$ cat src/rtl/serial_word_receiver.sv
// Receiver for the phase-tag serial link: oversamples serial clock, data and frame
// line in the sys_clk domain, rebuilds each MSB-first word and offers it on valid/ready.
module serial_word_receiver #(
  parameter int phase_count_size = 16,
  parameter int sync_stages      = 2
) (
  input  logic                        sys_clk,
  input  logic                        rst,
  input  logic                        serial_clk,
  input  logic                        serial_in,
  input  logic                        serial_valid,
  output logic [phase_count_size-1:0] word,
  output logic                        word_valid,
  input  logic                        word_ready,
  output logic                        frame_error,
  output logic                        overrun,
  output logic [15:0]                 frame_count,
  output logic [1:0]                  fsm_state
);

  localparam int W  = phase_count_size;
  localparam int CW = $clog2(phase_count_size) + 1;

  typedef enum logic [1:0] {
    IDLE     = 2'd0,
    SHIFT    = 2'd1,
    WAIT_END = 2'd2
  } state_t;

  // Input synchronizers. All three lines see the same depth so their relative
  // timing survives; reset puts them at link-idle levels.
  logic [sync_stages-1:0] clk_sync;
  logic [sync_stages-1:0] data_sync;
  logic [sync_stages-1:0] valid_sync;
  logic                   clk_hist;
  logic                   valid_hist;

  always_ff @(posedge sys_clk) begin
    if (rst) begin
      clk_sync   <= '0;
      data_sync  <= '0;
      valid_sync <= '1;
      clk_hist   <= 1'b0;
      valid_hist <= 1'b1;
    end else begin
      clk_sync   <= {clk_sync[sync_stages-2:0], serial_clk};
      data_sync  <= {data_sync[sync_stages-2:0], serial_in};
      valid_sync <= {valid_sync[sync_stages-2:0], serial_valid};
      clk_hist   <= clk_sync[sync_stages-1];
      valid_hist <= valid_sync[sync_stages-1];
    end
  end

  logic clk_cur;
  logic data_cur;
  logic valid_cur;
  logic clk_fall;
  logic valid_fall;

  assign clk_cur    = clk_sync[sync_stages-1];
  assign data_cur   = data_sync[sync_stages-1];
  assign valid_cur  = valid_sync[sync_stages-1];
  assign clk_fall   = clk_hist & ~clk_cur;
  assign valid_fall = valid_hist & ~valid_cur;

  // Frame state machine
  state_t        state;
  state_t        state_n;
  logic [CW-1:0] bit_cnt;
  logic [CW-1:0] bit_cnt_n;
  logic [W-1:0]  shift_reg;
  logic [W-1:0]  shift_reg_n;
  logic          err_seen;
  logic          err_seen_n;
  logic          deliver;
  logic          err_pulse;

  always_ff @(posedge sys_clk) begin
    if (rst) begin
      state     <= IDLE;
      bit_cnt   <= '0;
      shift_reg <= '0;
      err_seen  <= 1'b0;
    end else begin
      state     <= state_n;
      bit_cnt   <= bit_cnt_n;
      shift_reg <= shift_reg_n;
      err_seen  <= err_seen_n;
    end
  end

  always_comb begin
    state_n     = state;
    bit_cnt_n   = bit_cnt;
    shift_reg_n = shift_reg;
    err_seen_n  = err_seen;
    deliver     = 1'b0;
    err_pulse   = 1'b0;
    case (state)
      IDLE: begin
        if (valid_fall) begin
          state_n     = SHIFT;
          bit_cnt_n   = '0;
          shift_reg_n = '0;
          err_seen_n  = 1'b0;
        end
      end
      SHIFT: begin
        // A full count wins over a frame line that rose with the last edge:
        // that bit was captured first, so the word is complete and clean.
        if (bit_cnt == CW'(W)) begin
          deliver   = 1'b1;
          bit_cnt_n = '0;
          state_n   = valid_cur ? IDLE : WAIT_END;
        end else if (clk_fall) begin
          shift_reg_n = {shift_reg[W-2:0], data_cur};
          bit_cnt_n   = bit_cnt + 1'b1;
        end else if (valid_cur) begin
          err_pulse   = 1'b1;
          bit_cnt_n   = '0;
          shift_reg_n = '0;
          state_n     = IDLE;
        end
      end
      WAIT_END: begin
        if (valid_cur) begin
          state_n = IDLE;
        end else if (clk_fall && !err_seen) begin
          err_pulse  = 1'b1;
          err_seen_n = 1'b1;
        end
      end
      default: state_n = IDLE;
    endcase
  end

  assign fsm_state = state;

  // Output port: word_valid stays high until word_valid && word_ready at a
  // rising edge; word never changes while word_valid is high except in the
  // same edge that consumes it.
  always_ff @(posedge sys_clk) begin
    if (rst) begin
      word        <= '0;
      word_valid  <= 1'b0;
      frame_error <= 1'b0;
      overrun     <= 1'b0;
      frame_count <= '0;
    end else begin
      frame_error <= err_pulse;
      overrun     <= 1'b0;
      if (deliver) begin
        if (!word_valid || word_ready) begin
          word        <= shift_reg;
          word_valid  <= 1'b1;
          frame_count <= frame_count + 16'd1;
        end else begin
          overrun <= 1'b1;
        end
      end else if (word_ready) begin
        word_valid <= 1'b0;
      end
    end
  end

endmodule

$ cat config.mk
export PLATFORM = sky130hd
export DESIGN_NAME = serial_word_receiver
export DESIGN_NICKNAME = d
export VERILOG_FILES = /design/src/rtl/serial_word_receiver.sv
export SDC_FILE = /design/constraint.sdc
export NUM_CORES = 1
export LEC_CHECK = 0
export BUFFER_PORTS_ARGS = -buffer_cell sky130_fd_sc_hd__buf_2
export CAP_MARGIN = 25
export CORE_UTILIZATION = 50
export DETAILED_ROUTE_END_ITERATION = 8
export PLACE_DENSITY = 0.78
export RECOVER_POWER = 25
export SLEW_MARGIN = 0
export SYNTH_ARGS = -nofsm -noshare
export SYNTH_HDL_FRONTEND = slang
export SYNTH_SLANG_ARGS = --single-unit
$ cat constraint.sdc
create_clock -name sys_clk -period 5 [get_ports sys_clk]
set_input_delay 1 -clock sys_clk [delete_from_list [all_inputs] [get_ports sys_clk]]
set_output_delay 1 -clock sys_clk [all_outputs]
set_load 0.005 [all_outputs]
==> reports/summary.md <==
The number of synthesized flops with an enable pin was 0. The worst register-to-register path begins at fsm_state[1]. For the worst flop-to-flop path, the logic depth is 6.

The slew at the pin closest to its max-slew limit is 2.35 ns, and the count of instances resized after the clock tree is built is 0. The run gives 6060 um^2 as the full die area. The cell area after synthesis was 2880 um^2; the wire length per cell after detailed routing was 12.5 um. STA puts the critical path data arrival time at 3.21 ns. The Yosys step of the flow raised 0 warnings. The worst stage delay on the critical path was 1.63 ns; the routing usage on met1 was 23.0%. The number of pins with negative max-slew slack in the final report was 65. The global routing met2 resource utilization was 30.2%. In the routed layout, each cell is associated on average with a via count of 5.47. At the end of routability-driven placement, the weighted congestion stood at 0.833.

Synthesis inferred 67 register bits. Setup repair after global routing left no endpoint under its margin. The buffer count from post-CTS setup fixing was 0; the height of the die was 77.9 um.

Clock-pin slew was measured on the worst setup and hold paths at 0.07 ns. 0 antenna diodes ended up in the layout. The post-layout minimum cycle time was 3.01 ns. Top fanout value on the critical path: 64. The clock reaches the later pin of the worst-skew pair after 0.35 ns. In this run, distinct cell masters in the synthesized netlist total 38. The share of Yosys cell area claimed by the top area cell type is 46.6%. The final antenna-violating net count was 0. Met3 global-route usage: 6.24%.

TritonCTS built the clock tree. The cell row count is 27. Buffers inserted to repair hold after CTS numbered 0. The largest net degree at the start of global routing came out at 65. The tightest hold path in the finished design has a slack of 0.420 ns. After technology mapping, the gate count stands at 332. The element type at the critical path end is a flip-flop.

For the setup TNS, the log shows 0 ns. The run gives 2.61 ns as the setup slack of the most critical reg-to-reg path. VDD sags by at most 0.238 mV. The TritonCTS buffer count is 9, and the achievable frequency is 0.332 GHz.

The number of detailed-route iterations in the first pass is 4, and the core region area is 5540 um^2. The predominant post-synthesis flop cell is dfxtp_1. The share of the cycle needed by the critical path after routing is 60.3%, and the synthesis-to-layout area growth is 16.5%.

By area the synthesized netlist is led by dfxtp_1 47%, nand2_1 7.8%, a21oi_1 6.4%. The count of buffers added on input and output ports is 42. The setup slack after placement is 2.57 ns, and the power after layout is 1.13 mW. The share of async-settable or async-resettable flops after synthesis is 0%. Summing all flip-flop and latch instances after layout gives 1340 um^2. The tools report the total number of vias as 2425.

Across all setup checks in the final design, the least slack found is 1.99 ns. For this configuration, the core starts out at a cell density of 51.9%. The routing layer with the top usage in global route is met2. The run finished, with violations left. The final reports fail on max-capacitance violations, max-slew violations. Total I/O pin count: 43. Of the synthesized area, sequential elements account for 46.6%.

The run gives 3.63 mm as the sum of net half-perimeters after detailed placement. The signal on the critical path passes through clkbuf_1 > nor3_1 > buf_4 > nand2_1 > mux2i_1. Summing all multi-input logic gate instances after layout gives 1410 um^2.

The logs give 379 for the count of nets after finishing and 1.30 nW for the static leakage. The max-cap check violation count was 1. The tree is rooted in a clkbuf_8.

Launch point of the critical path: rst. The critical path ends at shift_reg[14]. The startpoint-to-endpoint class of the critical path was input port to flip-flop.

STA puts the critical path data required time at 5.19 ns. Counting every net in the synthesized netlist gives 345. In this run the tightest slew margin relative to its limit is -56.5%. The library cells used most frequently in the layout, excluding fill and tap cells, are 67 x dfxtp_1, 60 x nand2_1, 38 x buf_2, 37 x a21oi_1, 20 x nand2b_1.

The mean instance size in the synthesized netlist was 8.67 um^2; the core utilization of the finished layout was 60.5%. Critical path launch point type: an input port. Capture point of the worst reg-to-reg path: shift_reg[9].

After detailed routing, the number of remaining DRC violations is 0. The clock passes through at most 2 buffers. The routed wire length was 5.55 mm. Highest-delay cell along the critical path: clkbuf_1. The number of antenna violations at the first check in global routing came out at 0.

The via count of the first global-routing pass was 2033; the instance count along the most critical hold path was 1. For the total congestion overflow after global routing, the log shows 0. The clock tree synthesis step divided the H-tree into 3 levels. The final-report hold violation count was 0; the die span in x was 77.9 um.

The first global-routing pass estimated 8.96 mm of wire. Setup violations remaining at the end of the flow were counted as 0. After the first detailed-routing iteration, the DRC count stood at 132. The power per cell area is 338 nW/um^2. Library cell occupying the most area in the post-synthesis netlist: dfxtp_1.

Global routing used 19.1% of the available tracks across all layers. Clock sink total: 67. The library cell used most frequently in the layout, excluding fill and tap cells, is dfxtp_1. Type of the most critical hold path: flip-flop to flip-flop.

The clock arrives with 0.00603 ns of skew. The total of fill cells in the finished design was 518; the ratio of cells with drive above 1 in the final layout was 17.0%.
==> per-layer routing <==
layer  routed length, um  vias up
met1                2570     1143
met5                   0        -
met4                 114        0
met2                2610       53
met3                 254       12
li1                    -     1217
==> critical path: cells and delay by family <==
family	cells	cell delay (ns)
and+or+nand+nor	2	0.19
muxes	1	0.07
buffers and inverters	2	1.92
==> area by class of cell <==
type	instances	area share (%)
clock inverters	6	3.36
flip-flops and latches	67	40.0
multi-input cells	235	42.1
clock buffers	10	4.11
inverters	9	1.01
repair buffers	44	6.68
well taps	72	2.69
==> where the power goes <==
group / internal, mW / switching, mW / leakage, nW
logic: 0.0169 / 0.0244 / 0.635
registers: 0.537 / 0.00273 / 0.541
clock network: 0.345 / 0.207 / 0.126
==> synthesized netlist by cell type, drive strengths merged, types with 2 or more instances <==
library cell   n
dfxtp         67
nand2         60
a21oi         37
nand2b        20
clkbuf        17
mux2i         16
nand3         11
o31ai         10
or4           10
inv            9
nor2b          8
ha             7
nor2           7
nor3           7
o21ai          7
or3            6
buf            4
xnor2          4
and4           3
or2            3
a32oi          2
nand4          2
nor3b          2
o22ai          2
==> per-stage QoR <==
stage / std cells / cell area, um^2
6_report: 443 / 3350
5_1_grt: 443 / 3350
4_1_cts: 442 / 3350
3_5_place_dp: 426 / 3100
3_3_place_gp: 426 / 3100
2_1_floorplan: 332 / 2880
==> cells by family after synthesis <==
logic type | Yosys count | synth area share, %
AND/OR/NAND/NOR | 144 | 26.3
flip-flops | 67 | 46.6
AO/OA/AOI/OAI | 64 | 13.0
buffers and inverters | 30 | 4.30
multiplexers | 16 | 5.57
adder cells (fa/ha/maj) | 7 | 3.04
XOR/XNOR | 4 | 1.22
==> how the worst min path moves through the flow <==
stage / start / end / slack, ns
floorplan: valid_sync[0] / valid_sync[1] / 0.39
global placement: valid_sync[0] / valid_sync[1] / 0.39
detailed placement: valid_sync[0] / valid_sync[1] / 0.40
CTS: valid_sync[0] / valid_sync[1] / 0.43
global route: valid_sync[0] / valid_sync[1] / 0.43
finish: valid_sync[0] / valid_sync[1] / 0.42
Power figures use the tool's default switching activity.
